==> src/rtl/featuremap_pad_writer.sv <==
// featuremap_pad_writer
// Producer side of the featuremap input FIFO. Wraps an unpadded WIDTH x HEIGHT
// raster of 3-channel pixels with a one-pixel zero border and writes the
// resulting (WIDTH+2) x (HEIGHT+2) words into the FIFO, one word per wrreq.
//
// state | meaning
// IDLE  | waiting for a start pulse
// RUN   | walking the padded grid, one position per advance
// DONE  | single cycle after the last padded word, frame_done high
module featuremap_pad_writer #(
  parameter int DATA_WIDTH = 32,
  parameter int WIDTH      = 112,
  parameter int HEIGHT     = 112
) (
  input  logic                    clk,
  input  logic                    rst,
  input  logic                    start,
  input  logic [3*DATA_WIDTH-1:0] pix_in,
  input  logic                    pix_valid,
  output logic                    pix_ready,
  input  logic                    fifo_full,
  output logic                    wrreq,
  output logic [3*DATA_WIDTH-1:0] data_out,
  output logic                    busy,
  output logic                    frame_done
);

  localparam int CW = $clog2(WIDTH + 2);
  localparam int RW = $clog2(HEIGHT + 2);
  localparam logic [CW-1:0] COL_LAST = CW'(WIDTH + 1);
  localparam logic [RW-1:0] ROW_LAST = RW'(HEIGHT + 1);

  typedef enum logic [1:0] {
    ST_IDLE = 2'd0,
    ST_RUN  = 2'd1,
    ST_DONE = 2'd2
  } state_t;

  state_t        state_q, state_d;
  logic [CW-1:0] col_q, col_d;
  logic [RW-1:0] row_q, row_d;
  logic          border;
  logic          advance;

  // State and grid position registers; reset aborts any frame in progress.
  always_ff @(posedge clk or posedge rst) begin
    if (rst) begin
      state_q <= ST_IDLE;
      col_q   <= '0;
      row_q   <= '0;
    end else begin
      state_q <= state_d;
      col_q   <= col_d;
      row_q   <= row_d;
    end
  end

  // Next state, grid walk and FIFO/pixel handshakes for the current position.
  always_comb begin
    state_d    = state_q;
    col_d      = col_q;
    row_d      = row_q;
    wrreq      = 1'b0;
    pix_ready  = 1'b0;
    data_out   = '0;
    frame_done = 1'b0;
    border     = (row_q == '0) || (row_q == ROW_LAST) ||
                 (col_q == '0) || (col_q == COL_LAST);
    advance    = 1'b0;

    case (state_q)
      ST_IDLE: begin
        if (start) begin
          state_d = ST_RUN;
          col_d   = '0;
          row_d   = '0;
        end
      end

      ST_RUN: begin
        // Border words need only FIFO space; interior words also need a pixel.
        advance   = !fifo_full && (border || pix_valid);
        wrreq     = advance;
        pix_ready = !border && !fifo_full;
        data_out  = border ? '0 : pix_in;
        if (advance) begin
          if (col_q == COL_LAST) begin
            col_d = '0;
            if (row_q == ROW_LAST) begin
              row_d   = '0;
              state_d = ST_DONE;
            end else begin
              row_d = row_q + 1'b1;
            end
          end else begin
            col_d = col_q + 1'b1;
          end
        end
      end

      ST_DONE: begin
        frame_done = 1'b1;
        state_d    = ST_IDLE;
      end

      default: state_d = ST_IDLE;
    endcase
  end

  assign busy = (state_q != ST_IDLE);

endmodule
==> config.mk <==
export PLATFORM = sky130hd
export DESIGN_NAME = featuremap_pad_writer
export DESIGN_NICKNAME = d
export VERILOG_FILES = /design/src/rtl/featuremap_pad_writer.sv
export SDC_FILE = /design/constraint.sdc
export NUM_CORES = 1
export LEC_CHECK = 0
export BUFFER_PORTS_ARGS = -buffer_cell sky130_fd_sc_hd__buf_4
export CORE_AREA = 2 2 79 81
export DETAILED_ROUTE_END_ITERATION = 10
export DIE_AREA = 0 0 81 83
export GPL_ROUTABILITY_DRIVEN = 0
export PLACE_DENSITY_LB_ADDON = 0.12
export SLEW_MARGIN = 20
export SYNTH_ARGS = -nofsm -noshare
export SYNTH_HDL_FRONTEND = slang
export SYNTH_SLANG_ARGS = --single-unit
export TNS_END_PERCENT = 20
==> constraint.sdc <==
create_clock -name clk -period 3.8 [get_ports clk]
set_input_delay 0.19 -clock clk [delete_from_list [all_inputs] [get_ports clk]]
set_output_delay 0.19 -clock clk [all_outputs]
set_load 0.01 [all_outputs]
==> results.txt <==
CTS root buf = clkbuf_8
Final Max Tran Viols = 0
Filler cells = 588
Seq/Total Area, Yosys = 0.229
Routed WL per cell = 16.0 um
outcome = completed
Worst EP required = 3.61 ns
first-pass GRT wire length = 12.0 mm
Leak = 1.79 nW
crit path max fanout = 48
antenna cells = 0
CP max-delay cell = nor2_4
post-detail-place hpwl = 6.81 mm
final hold vios = 0
DR vias = 2324
largest net degree at the start of global routing = 49
Final setup viols = 0
initial core utilization = 0.301
CTS H-tree depth = 1
Buffers on Ports = 200
starting DRC count in detailed routing = 72
Pwr Density = 499 mW/mm^2
Post-Syn Instances = 229
layout cell share with drive strength beyond 1 = 0.518
Core ar. = 0.00582 mm^2
Post-CTS Setup Inserts = 0
register area = 400 um^2
Fmax achieved = 0.352 GHz
DIE AREA = 0.00672 mm^2
r2r setup slk = 1.71 ns
P&R area growth vs syn = 91.9%
WS Path Type = flip-flop to output port
# clock sinks = 16
via count of the first global-routing pass = 2330
Multi-input gate area = 0.00127 mm^2
global routing's busiest layer = met2
Final period util = 0.748
post-route ant nets = 0
terminus of the critical flop-to-flop path = col_q[0]
post-DR vias/cell = 4.67
CP cell instances = inv_1 -> ha_1 -> nor4b_1 -> nand2_1 -> nand3_1 -> nor2_4 -> buf_4 -> and2_1 -> buf_4
Post-synth EDFFs = 0
Initial DRT Pass Iterations = 4
most used cell along the critical path = buf_4
Top FF cell, synth = dfrtp_1
die height = 83 um
Finished Cell Area = 0.00336 mm^2
final clock skew = 0.00145 ns
FFs w/ async S/R, synth = 1.00
Syn Area/Cell = 7.65 um^2
Area after DPL = 0.00331 mm^2
capture point of the worst path = data_out[55]
fin crit period = 2.84 ns
Final Non-Filler Cells = 498
initial antenna violation count = 0
M1 GR Usage = 0.226
grt total ovfl = 0
total track usage = 0.232
CP delay by family, top = simple AND/OR/NAND/NOR gates
Inst Count DP = 494
clock latency on the worst-skew pair = 0.25 ns
Largest stage delay, worst path = 0.60 ns
CTS resizes = 0
Row Count = 28
Peak VDD IR = 0.257 mV
Synth Warn # = 0
Post-Syn Nets = 336
final routed DRC violation total = 0
I/O pin count = 201
Levels on crit path = 9
Setup crit end kind = output port
Layout Nets = 531
TritonCTS clock tree = done
CP startpoint kind = flip-flop
Hold Buf Count CTS = 0
drt total wl = 7.96 mm
CP Data Arrival Time = 2.65 ns
Crit. Startpoint = row_q[0]
Yosys reg bits = 16
Distinct cells, synth = 38
Worst Tran Pin Value = 0.805 ns
CP Buf/Inv Count = 3
setup TNS = 0 ns
Max Root-Sink Buffers = 2
GR Util met3 = 0.104
Mapped Area = 0.00175 mm^2
Final Power = 1.68 mW
die outline width = 81 um
CTS clk-pin slew, worst paths = 0.07 ns
Tightest Hold Check Type = input port to asynchronous set/reset pin
CTS buffer count = 3
R2R cell count = 7
Slew HR = 0.463
grt met2 use = 0.437
RSZ-0062 raised after global routing = no
Reg-to-Reg Start = row_q[1]
Max Cap Viol = 0
-- worst register-to-register path, cell delays in order (launching register included) --
cell and delay [ns]:
dfrtp_1 0.42, inv_1 0.10, ha_1 0.17, nand2_2 0.08, or4_4 0.55, and4_4 0.21, a21oi_4 0.26, mux2i_1 0.21
-- worst min path at each step --
stage	slack (ns)	startpoint	end
floorplan	0.10	rst	col_q[0]
global placement	0.32	rst	row_q[5]
detailed placement	0.32	rst	col_q[0]
CTS	0.05	rst	row_q[5]
global route	0.09	rst	col_q[1]
finish	0.02	rst	col_q[1]
-- final cells by class --
cell class,instances,share of cell area
Clock buffer,4,0.0164
Sequential cell,16,0.119
Multi-Input combinational cell,194,0.378
Timing Repair Buffer,202,0.451
Tap cell,75,0.0279
Inverter,7,0.00782
-- through the flow --
stage / setup slack (ns) / hold WS [ns] / utilization
after CTS: 0.921 / 0.0502 / 0.578
after global routing: 0.658 / 0.0914 / 0.578
final: 0.959 / 0.0218 / 0.578
after floorplan: 1.84 / 0.104 / -
after detailed placement: 1.21 / 0.324 / 0.569
after global placement: 1.27 / 0.317 / 0.569
-- cells by family after synthesis --
kind of cell | share of synthesized area
compound gates | 0.144
buf+inv | 0.0493
fa+ha+maj | 0.0429
simple gates | 0.524
mux | 0.0114
flops | 0.229
-- state kept, by name (all words and copies together) (netlist names) --
name     flops
col_q        7
row_q        7
state_q      2
-- cells in the mapped netlist, types with 3 or more instances --
cell type | instances | area, um^2
a21oi_1 | 8 | 40.0
a32o_1 | 4 | 40.0
and2_1 | 97 | 607
clkbuf_1 | 5 | 18.8
clkbuf_2 | 5 | 25.0
dfrtp_1 | 16 | 400
ha_1 | 6 | 75.1
inv_1 | 7 | 26.3
nand2_1 | 8 | 30.0
nand3_1 | 7 | 35.0
nor2_1 | 12 | 45.0
nor2b_1 | 4 | 25.0
nor3_1 | 3 | 15.0
o21ai_0 | 13 | 65.1
o31ai_1 | 4 | 30.0
-- report_power, final --
part / leakage (nW) / internal [mW] / switching, mW
logic: 1.55 / 0.666 / 0.611
registers: 0.212 / 0.202 / 0.0423
clock network: 0.0288 / 0.0920 / 0.0631
total: 1.79 / 0.960 / 0.716
-- routing by layer --
metal	up-vias	part of all wire	wire [um]
met5	-	0	0
met4	0	0.021	167
met3	12	0.14	1080
met2	135	0.51	4060
met1	1034	0.33	2650
li1	1143	-	-
-- layout by cell type (no fill, tap or decap), types with 3 or more instances in the layout --
cell type,count
nor3_1,3
a21oi_1,8
inv_1,7
a32o_1,4
and2_1,97
dfrtp_1,16
nor2b_1,4
o21ai_0,13
ha_1,6
nand2_1,8
nor2_1,12
o31ai_1,4
nand3_1,7
buf_4,202
clkbuf_8,4
Power figures use the tool's default switching activity.
